$ cat config.mk
export PLATFORM = sky130hd
export DESIGN_NAME = gh_counter_ud_reload_tc_flat
export DESIGN_NICKNAME = d
export VERILOG_FILES = /design/src/rtl/gh_counter_ud_reload_tc_if.sv /design/src/rtl/gh_counter_ud_reload_tc.sv /design/src/flat_wrapper.sv
export SDC_FILE = /design/constraint.sdc
export NUM_CORES = 1
export LEC_CHECK = 0
export ABC_AREA = 1
export CORE_AREA = 5 5 65 67
export CTS_BUF_LIST = sky130_fd_sc_hd__clkbuf_8 sky130_fd_sc_hd__clkbuf_16
export CTS_CLUSTER_DIAMETER = 30
export DETAILED_ROUTE_END_ITERATION = 10
export DIE_AREA = 0 0 70 72
export PLACE_DENSITY = 0.83
export SETUP_SLACK_MARGIN = 0.02
export SYNTH_ARGS = -nofsm -noshare
export SYNTH_HDL_FRONTEND = slang
export SYNTH_SLANG_ARGS = --single-unit
$ cat constraint.sdc
create_clock -name clk -period 1.69 [get_ports clk]
set_input_delay 0.4225 -clock clk [delete_from_list [all_inputs] [get_ports clk]]
set_output_delay 0.4225 -clock clk [all_outputs]
set_load 0.05 [all_outputs]
$ cat src/rtl/gh_counter_ud_reload_tc_if.sv
// Bundle of control inputs and count/status outputs for the reloadable
// up/down counter. The master drives controls; the slave is the counter.
//
// Signalling: there is no valid/ready pair here. Every control (ce, start,
// stop, load, rld_we) is a single-cycle qualifier sampled on the rising clock
// edge. It takes effect on that edge with no back-pressure. The only
// zero-latency output is tc, which is valid whenever ce is.
interface gh_counter_ud_reload_tc_if #(
  parameter int SIZE = 8
);
  logic            ce;
  logic            dir;
  logic            oneshot;
  logic            start;
  logic            stop;
  logic            load;
  logic [SIZE-1:0] d;
  logic            rld_we;
  logic [SIZE-1:0] rld_d;
  logic [SIZE-1:0] q;
  logic [SIZE-1:0] rld;
  logic            run;
  logic            done;
  logic            tc;

  modport master (
    output ce, dir, oneshot, start, stop, load, d, rld_we, rld_d,
    input  q, rld, run, done, tc
  );

  modport slave (
    input  ce, dir, oneshot, start, stop, load, d, rld_we, rld_d,
    output q, rld, run, done, tc
  );
endinterface

$ cat src/rtl/gh_counter_ud_reload_tc.sv
// General-purpose up/down timer with reload register, periodic or one-shot
// operation, and a combinational terminal-count strobe.
module gh_counter_ud_reload_tc #(
  parameter int              SIZE     = 8,
  parameter logic [SIZE-1:0] RLD_INIT = '0
) (
  input logic                     clk,
  input logic                     rst,
  gh_counter_ud_reload_tc_if.slave bus
);

  localparam logic [SIZE-1:0] ONE = SIZE'(1);

  logic [SIZE-1:0] q_q, q_d;
  logic [SIZE-1:0] reload_q, reload_d;
  logic            run_q, run_d;
  logic            done_q, done_d;
  logic            at_term;
  logic [SIZE-1:0] sv_start;
  logic [SIZE-1:0] sv_reload;

  // Terminal compare and start values follow the live dir input; only a
  // start may bypass a same-cycle reload write.
  always_comb begin
    at_term   = bus.dir ? (q_q == reload_q) : (q_q == '0);
    sv_reload = bus.dir ? '0 : reload_q;
    sv_start  = bus.dir ? '0 : (bus.rld_we ? bus.rld_d : reload_q);
  end

  // Next-state: load > start > stop > terminal > step > hold.
  always_comb begin
    q_d      = q_q;
    run_d    = run_q;
    done_d   = done_q;
    reload_d = bus.rld_we ? bus.rld_d : reload_q;
    if (bus.load) begin
      q_d    = bus.d;
      done_d = 1'b0;
    end else if (bus.start) begin
      q_d    = sv_start;
      run_d  = 1'b1;
      done_d = 1'b0;
    end else if (bus.stop) begin
      run_d = 1'b0;
    end else if (run_q && bus.ce && at_term) begin
      if (bus.oneshot) begin
        run_d  = 1'b0;
        done_d = 1'b1;
      end else begin
        q_d = sv_reload;
      end
    end else if (run_q && bus.ce) begin
      q_d = bus.dir ? (q_q + ONE) : (q_q - ONE);
    end
  end

  // State registers with asynchronous clear.
  always_ff @(posedge clk or posedge rst) begin
    if (rst) begin
      q_q      <= '0;
      reload_q <= RLD_INIT;
      run_q    <= 1'b0;
      done_q   <= 1'b0;
    end else begin
      q_q      <= q_d;
      reload_q <= reload_d;
      run_q    <= run_d;
      done_q   <= done_d;
    end
  end

  // Outputs; tc is the enabled cycle that consumes the terminal value.
  always_comb begin
    bus.q    = q_q;
    bus.rld  = reload_q;
    bus.run  = run_q;
    bus.done = done_q;
    bus.tc   = run_q & bus.ce & at_term;
  end

endmodule
$ cat src/flat_wrapper.sv
// flat-port wrapper written by rule: the top's interface ports become plain ports
module gh_counter_ud_reload_tc_flat 
#(
  parameter int              SIZE     = 8,
  parameter logic [SIZE-1:0] RLD_INIT = '0
)
  (clk, rst, bus_ce, bus_dir, bus_oneshot, bus_start, bus_stop, bus_load, bus_d, bus_rld_we, bus_rld_d, bus_q, bus_rld, bus_run, bus_done, bus_tc);
  gh_counter_ud_reload_tc_if #(.SIZE(SIZE)) bus_i ();
  input logic clk;
  input logic rst;
  input wire logic [$bits(bus_i.ce)-1:0] bus_ce;
  input wire logic [$bits(bus_i.dir)-1:0] bus_dir;
  input wire logic [$bits(bus_i.oneshot)-1:0] bus_oneshot;
  input wire logic [$bits(bus_i.start)-1:0] bus_start;
  input wire logic [$bits(bus_i.stop)-1:0] bus_stop;
  input wire logic [$bits(bus_i.load)-1:0] bus_load;
  input wire logic [$bits(bus_i.d)-1:0] bus_d;
  input wire logic [$bits(bus_i.rld_we)-1:0] bus_rld_we;
  input wire logic [$bits(bus_i.rld_d)-1:0] bus_rld_d;
  output wire logic [$bits(bus_i.q)-1:0] bus_q;
  output wire logic [$bits(bus_i.rld)-1:0] bus_rld;
  output wire logic [$bits(bus_i.run)-1:0] bus_run;
  output wire logic [$bits(bus_i.done)-1:0] bus_done;
  output wire logic [$bits(bus_i.tc)-1:0] bus_tc;
  assign bus_i.ce = bus_ce;
  assign bus_i.dir = bus_dir;
  assign bus_i.oneshot = bus_oneshot;
  assign bus_i.start = bus_start;
  assign bus_i.stop = bus_stop;
  assign bus_i.load = bus_load;
  assign bus_i.d = bus_d;
  assign bus_i.rld_we = bus_rld_we;
  assign bus_i.rld_d = bus_rld_d;
  assign bus_q = bus_i.q;
  assign bus_rld = bus_i.rld;
  assign bus_run = bus_i.run;
  assign bus_done = bus_i.done;
  assign bus_tc = bus_i.tc;
  gh_counter_ud_reload_tc #(.SIZE(SIZE), .RLD_INIT(RLD_INIT)) u_core (.clk(clk), .rst(rst), .bus(bus_i));
endmodule
==> impl_metrics.csv, run 1 <==
group,metric,value,unit
run_status,outcome,"finished, violations left",
run_status,violations,"setup timing",
grt,grt-ovfl-total,0,
finish,instances_no_fill,356,
synth,synth_compound_area_frac,0.09516,
timing,max_slew_margin,0.7806,
timing,fin_crit_sh,1.198,
synth,synthXorXnorAreaFrac,0.05947,
grt,grt_pass1_wl,8293,um
timing,hold_viol_final,0,
synth,syn_area_per_cell,6.724,um2
timing,clock_skew,0.004250,ns
finish,fillers,226,
critical_path,worst_setup_path_end_kind,"primary output",
routing,remaining_drc_errors,0,
routing,antenna_left,0,
cts,cts_tree,"done",
grt,grtUsageTotal,0.2007,
critical_path,arrival,1.60,ns
power_and_ir_drop,ir_drop,0.0005938,V
routing,wl_met2,2653,um
routing,wirelength,5275,um
critical_path,cpMostUsedCell,"nand2_1",
timing,period_minus_slack,2.025,ns
critical_path,slowest_delay,0.43,ns
placement,dp_hpwl,3596,um
timing,max_freq,493.8,MHz
die,die_w,70,um
synth,synth_adder_area_share,0.06457,
critical_path,startpoint,"u_core.bus.q[7]$_DFFE_PP0P_",
critical_path,startpoint_type,"flip-flop",
critical_path,cp_cell_sequence,"inv_2 > nand2_1 > nand2_1 > nand2_1 > nor2_2 > nand2_2 > a21boi_4 > buf_12",
finish,nets,341,
placement,port_buffers,43,
synth,synth_nets,251,
cts,cts_max_level,1,
routing,first_pass_iters,4,
synth,ys.flop_type,"dfrtp_1",
grt,first_global_vias,1885,
critical_path,crit_required,1.27,ns
routing,via_count,1844,
timing,slew_viol_final,0,
critical_path,r2r-start,"u_core.bus.q[2]$_DFFE_PP0P_",
synth,yosysWarningCount,0,
die,die_h,72,um
synth,netlist_instances,219,
cts,ctsLongestPathBuffers,2,
synth,ys_seq_elements,18,
routing,wl_per_cell,14.82,um
timing,worst_pin_slew,0.3266,ns
cts,cts_sinks,18,
routing,drt-met1-wl,2092,um
worst_hold_path,hold_path.class,"in -> async",
critical_path,crit_type,"reg -> out",
cts,cts_buffers,3,
synth,synth-seq-area-share,0.3059,
cts,cts_root_buf,"clkbuf_8",
routing,top_layer,"met4",
finish,area_growth_syn_to_layout,84.71,%
finish,layout_common_cells,"nand2_1, buf_4, clkdlybuf4s50_1, buf_12, inv_1",
die,fp.coreArea,0.003578,mm2
synth,synth_top_family_by_area,"simple AND/OR/NAND/NOR gates",
power_and_ir_drop,p_per_area,872.5,mW/mm2
critical_path,crit_slowest_cell,"dfrtp_2",
flow_run,maxCapViolations,0,
synth,synth_edf_count,0,
critical_path,worst-path-max-fanout,3,
placement,placed_cell_area,0.002480,mm2
routing,wl_met3,302,um
cts,clk_latency,0.26,ns
grt,antenna_found_initial,0,
die,io_pins,44,
finish,antenna_cells,0,
timing,rsz0062_at_grt,"yes",
critical_path,critPathTopFamily,"simple AND/OR/NAND/NOR gates",
die,dieArea,0.005040,mm2
synth,syn_area,0.001473,mm2
finish,final_area,0.002720,mm2
die,start_util,0.4115,
synth,ys_types,30,
routing,drt_iter0_drc,171,
synth,synthMuxAreaShare,0.03823,
routing,via_per_inst,5.180,
cts,cts.clk_slew.worst_paths,0.08,ns
placement,gp_congestion,0.8969,
finish,layout_commonest_cell,"nand2_1",
grt,grt_max_degree,19,
timing,finalSetupViolCount,10,
timing,worst_slack,-0.3353,ns
cts,cts_hold_buf,0,
synth,synthSimpleGateAreaFrac,0.3679,
placement,dp_cells,344,
finish,drive_gt1_frac,0.3961,
synth,async_reset_ff_frac,1.000,
critical_path,path_buf_inv,2,
power_and_ir_drop,leakage,0.001346,uW
die,row_count,22,
-- worst paths after layout --
kind | end | slack, ns | cells after the start
min in group clk | u_core.bus.q[4]$_DFFE_PP0P_ | 0.55 | 2
max reg2reg | u_core.bus.q[7]$_DFFE_PP0P_ | -0.19 | 14
min | u_core.bus.q[0]$_DFFE_PP0P_ | 0.48 | 3
min reg2reg | u_core.bus.q[4]$_DFFE_PP0P_ | 0.55 | 2
max in group asynchronous | u_core.bus.rld[6]$_DFF_PP0_ | 0.99 | 3
max | bus_tc | -0.34 | 8
-- flip-flops by register name, indices dropped and copies added, names as in the netlist --
signal           count
u_core.bus.done      1
u_core.bus.rld       8
u_core.bus.q         8
u_core.bus.run       1
-- cell families (layout without fill, tap and decap cells) --
kind of cell / after synthesis / after routing
AO/OA/AOI/OAI: 24 / 24
XOR/XNOR: 10 / 10
adder cells (fa/ha/maj): 7 / 7
buffers and inverters: 23 / 112
flip-flops: 18 / 18
multiplexers: 5 / 5
AND/OR/NAND/NOR: 132 / 132
-- routing by layer --
| metal | up-vias | GRT usage |
|---|---|---|
| met5 | - | 0 |
| met4 | 0 | 0.07872 |
| met3 | 26 | 0.02216 |
| met2 | 81 | 0.3589 |
| met1 | 863 | 0.2481 |
| li1 | 874 | - |
-- stage by stage --
step             util  hold slack (ns)  TNS (ns)  power (uW)  setup WS, ns
2_1_floorplan       -           0.3602    -1.099        1224       -0.2637
3_3_place_gp   0.6930           0.5457    -5.874        1792       -0.8371
3_5_place_dp   0.6930           0.5470    -6.288        1814       -0.9491
4_1_cts        0.7364           0.4869   -0.7850        2259       -0.2400
5_1_grt        0.7601           0.5356    -2.558        2501       -0.3891
6_report       0.7601           0.4781    -1.433        2373       -0.3353
-- synthesized netlist by cell type (2+ instances only) --
library cell | number | area (um2)
nand2_1 | 102 | 382.9
a21boi_0 | 2 | 15.01
a21oi_1 | 12 | 60.06
a22oi_1 | 4 | 30.03
nand2_4 | 2 | 22.52
mux2_2 | 5 | 56.30
xor2_1 | 4 | 35.03
ha_1 | 6 | 75.07
xnor2_1 | 6 | 52.55
nand3_1 | 5 | 25.02
inv_1 | 17 | 63.81
o21ai_0 | 4 | 20.02
nor2_1 | 16 | 60.06
dfrtp_1 | 18 | 450.4
-- tightest hold or removal path, cell delays in order --
cell and delay [ns]:
clkdlybuf4s50_1 0.39, inv_1 0.05, buf_4 0.25
-- layout make-up --
class,instances,area (um2),share of cell area
Timing Repair Buffer,89,989.7,0.3638
Sequential cell,18,466.7,0.1716
Tap cell,48,60.06,0.02208
Multi-Input combinational cell,178,1066,0.3919
Inverter,19,82.58,0.03036
Clock buffer,4,55.05,0.02024
-- repair_timing --
item / 4_1_cts / 5_1_grt
setup endpoints to repair: 11 / 11
pin swaps: 9 / 23
gates resized for setup: 21 / 19
setup buffers: 6 / 4
-- report_power, final --
group | switching (uW) | internal [uW]
clock network | 161 | 207
registers | 72.1 | 493
logic | 732 | 709
Power figures use the tool's default switching activity.
==> run 2, diff against run 1 <==
--- a/config.mk
+++ b/config.mk
@@ -6,12 +6,12 @@
 export NUM_CORES = 1
 export LEC_CHECK = 0
 export ABC_AREA = 1
-export CORE_AREA = 5 5 65 67
+export CORE_AREA = 5 5 51 86
 export CTS_BUF_LIST = sky130_fd_sc_hd__clkbuf_8 sky130_fd_sc_hd__clkbuf_16
 export CTS_CLUSTER_DIAMETER = 30
 export DETAILED_ROUTE_END_ITERATION = 10
-export DIE_AREA = 0 0 70 72
-export PLACE_DENSITY = 0.83
+export DIE_AREA = 0 0 56 91
+export PLACE_DENSITY = 0.82
 export SETUP_SLACK_MARGIN = 0.02
 export SYNTH_ARGS = -nofsm -noshare
 export SYNTH_HDL_FRONTEND = slang
==> run 2 against run 1 <==
Against the previous run:
- clock skew is 0.0013 ns higher
- critical path type unchanged
- count of clock-buffer cells in the layout is 1 lower
- via count is 4.8% higher
- global-route usage is 1.1 points higher
- fmax is 1.1% higher
- highest routed layer unchanged
- the run still ends with setup timing left
==> impl_metrics.csv, run 2 (same netlist as run 1, synthesis figures left out) <==
group,metric,value,unit
finish,layout_common_cells,"nand2_1, buf_4, clkdlybuf4s50_1, buf_12, inv_1",
die,fp.coreArea,0.003592,mm2
routing,drt_iter0_drc,85,
finish,nets,353,
die,die_w,56,um
power_and_ir_drop,p_per_area,838.6,mW/mm2
routing,via_count,1932,
timing,period_minus_slack,2.004,ns
timing,max_slew_margin,0.6852,
critical_path,slowest_delay,0.46,ns
routing,wl_met2,3375,um
routing,first_pass_iters,4,
timing,clock_skew,0.005582,ns
finish,fillers,181,
grt,grt-ovfl-total,0,
placement,port_buffers,43,
grt,grt_max_degree,19,
critical_path,worst_setup_path_end_kind,"primary output",
grt,grtUsageTotal,0.2116,
critical_path,arrival,1.58,ns
power_and_ir_drop,leakage,0.001402,uW
finish,layout_commonest_cell,"nand2_1",
critical_path,startpoint_type,"flip-flop",
critical_path,crit_type,"reg -> out",
critical_path,crit_required,1.27,ns
run_status,outcome,"finished, violations left",
die,start_util,0.4100,
timing,hold_viol_final,0,
finish,drive_gt1_frac,0.4469,
routing,wirelength,6015,um
finish,antenna_cells,0,
critical_path,crit_slowest_cell,"dfrtp_2",
placement,gp_congestion,0.9112,
cts,cts_tree,"done",
cts,ctsLongestPathBuffers,2,
routing,top_layer,"met4",
cts,cts_max_level,1,
routing,antenna_left,0,
timing,worst_pin_slew,0.4673,ns
critical_path,worst-path-max-fanout,4,
power_and_ir_drop,ir_drop,0.0008960,V
finish,area_growth_syn_to_layout,96.18,%
power_and_ir_drop,p_total,2423,uW
cts,cts.clk_slew.worst_paths,0.07,ns
timing,rsz0062_at_grt,"yes",
finish,final_area,0.002889,mm2
critical_path,reg2reg_depth,17,
timing,fin_crit_sh,1.186,
cts,cts_sinks,18,
run_status,violations,"setup timing",
timing,slew_viol_final,0,
flow_run,maxCapViolations,0,
routing,via_per_inst,5.279,
timing,worst_slack,-0.3137,ns
cts,cts_buffers,3,
timing,max_freq,499.1,MHz
die,row_count,29,
worst_hold_path,hold_path.class,"in -> async",
cts,clk_latency,0.27,ns
routing,wl_per_cell,16.43,um
grt,first_global_vias,1960,
cts,cts_root_buf,"clkbuf_8",
die,die_h,91,um
timing,finalSetupViolCount,11,
die,dieArea,0.005096,mm2
routing,wl_met3,254,um
placement,placed_cell_area,0.002492,mm2
critical_path,cp_cell_sequence,"nor2_4 > nand3_2 > nor2_2 > nor2_2 > nor2_4 > a21boi_4 > buf_12",
routing,drt-met1-wl,2085,um
cts,cts_hold_buf,0,
placement,post-place-ws,-0.9124,ns
die,io_pins,44,
placement,dp_hpwl,3961,um
grt,grt_pass1_wl,8735,um
routing,remaining_drc_errors,0,
grt,antenna_found_initial,0,
-- run 2: where the power goes --
part | internal [uW] | leakage, uW | switching [uW]
registers | 493 | 0.000204 | 76.7
clock network | 162 | 0.0000269 | 161
logic | 755 | 0.00117 | 775
total | 1410 | 0.00140 | 1010
-- run 2: repair_timing --
| item | 4_1_cts | 5_1_grt |
|---|---|---|
| pin swaps | 6 | 25 |
| gates cloned | 0 | 0 |
| setup endpoints to repair | 11 | 11 |
| gates resized for setup | 16 | 46 |
| setup buffers | 13 | 7 |
-- run 2: cell type report --
cell class                      instances  area, um2  area share
Timing Repair Buffer                  101       1087      0.3764
Sequential cell                        18      466.7      0.1615
Multi-Input combinational cell        178       1140      0.3945
Clock buffer                            3      41.29     0.01429
Clock inverter                          1      3.754    0.001299
Tap cell                               46      57.56     0.01992
Inverter                               19      92.59     0.03205
-- run 2: final timing paths --
path	start	to	slack (ns)
worst min register to register	u_core.bus.q[3]$_DFFE_PP0P_	u_core.bus.q[3]$_DFFE_PP0P_	0.54
max in group asynchronous	rst	u_core.bus.rld[2]$_DFF_PP0_	0.98
worst max register to register	u_core.bus.q[2]$_DFFE_PP0P_	u_core.bus.q[3]$_DFFE_PP0P_	-0.31
worst min-delay path	rst	u_core.bus.rld[4]$_DFF_PP0_	0.48
min in group clk	u_core.bus.q[3]$_DFFE_PP0P_	u_core.bus.q[3]$_DFFE_PP0P_	0.54
worst max-delay path	u_core.bus.q[2]$_DFFE_PP0P_	bus_tc	-0.31
-- run 2: critical path, delay by kind of cell, from the launching register on --
family          cells  cell delay (ns)
flops               1             0.46
simple gates        5             0.51
compound gates      1             0.20
buf+inv             1             0.15
-- run 2: stage by stage --
| stage | hold WS, ns | cells | util | setup TNS (ns) |
|---|---|---|---|---|
| 2_1_floorplan | 0.3602 | 219 | - | -1.099 |
| 3_3_place_gp | 0.5449 | 344 | 0.6938 | -6.283 |
| 3_5_place_dp | 0.5462 | 344 | 0.6938 | -6.803 |
| 4_1_cts | 0.4807 | 361 | 0.7461 | -0.8145 |
| 5_1_grt | 0.5066 | 366 | 0.8042 | -4.024 |
| 6_report | 0.4799 | 366 | 0.8042 | -2.889 |
-- run 2: per-layer routing --
metal	vias up	GRT usage
li1	893	-
met1	923	0.2085
met2	92	0.4238
met3	24	0.01986
met4	0	0.09703
met5	-	0
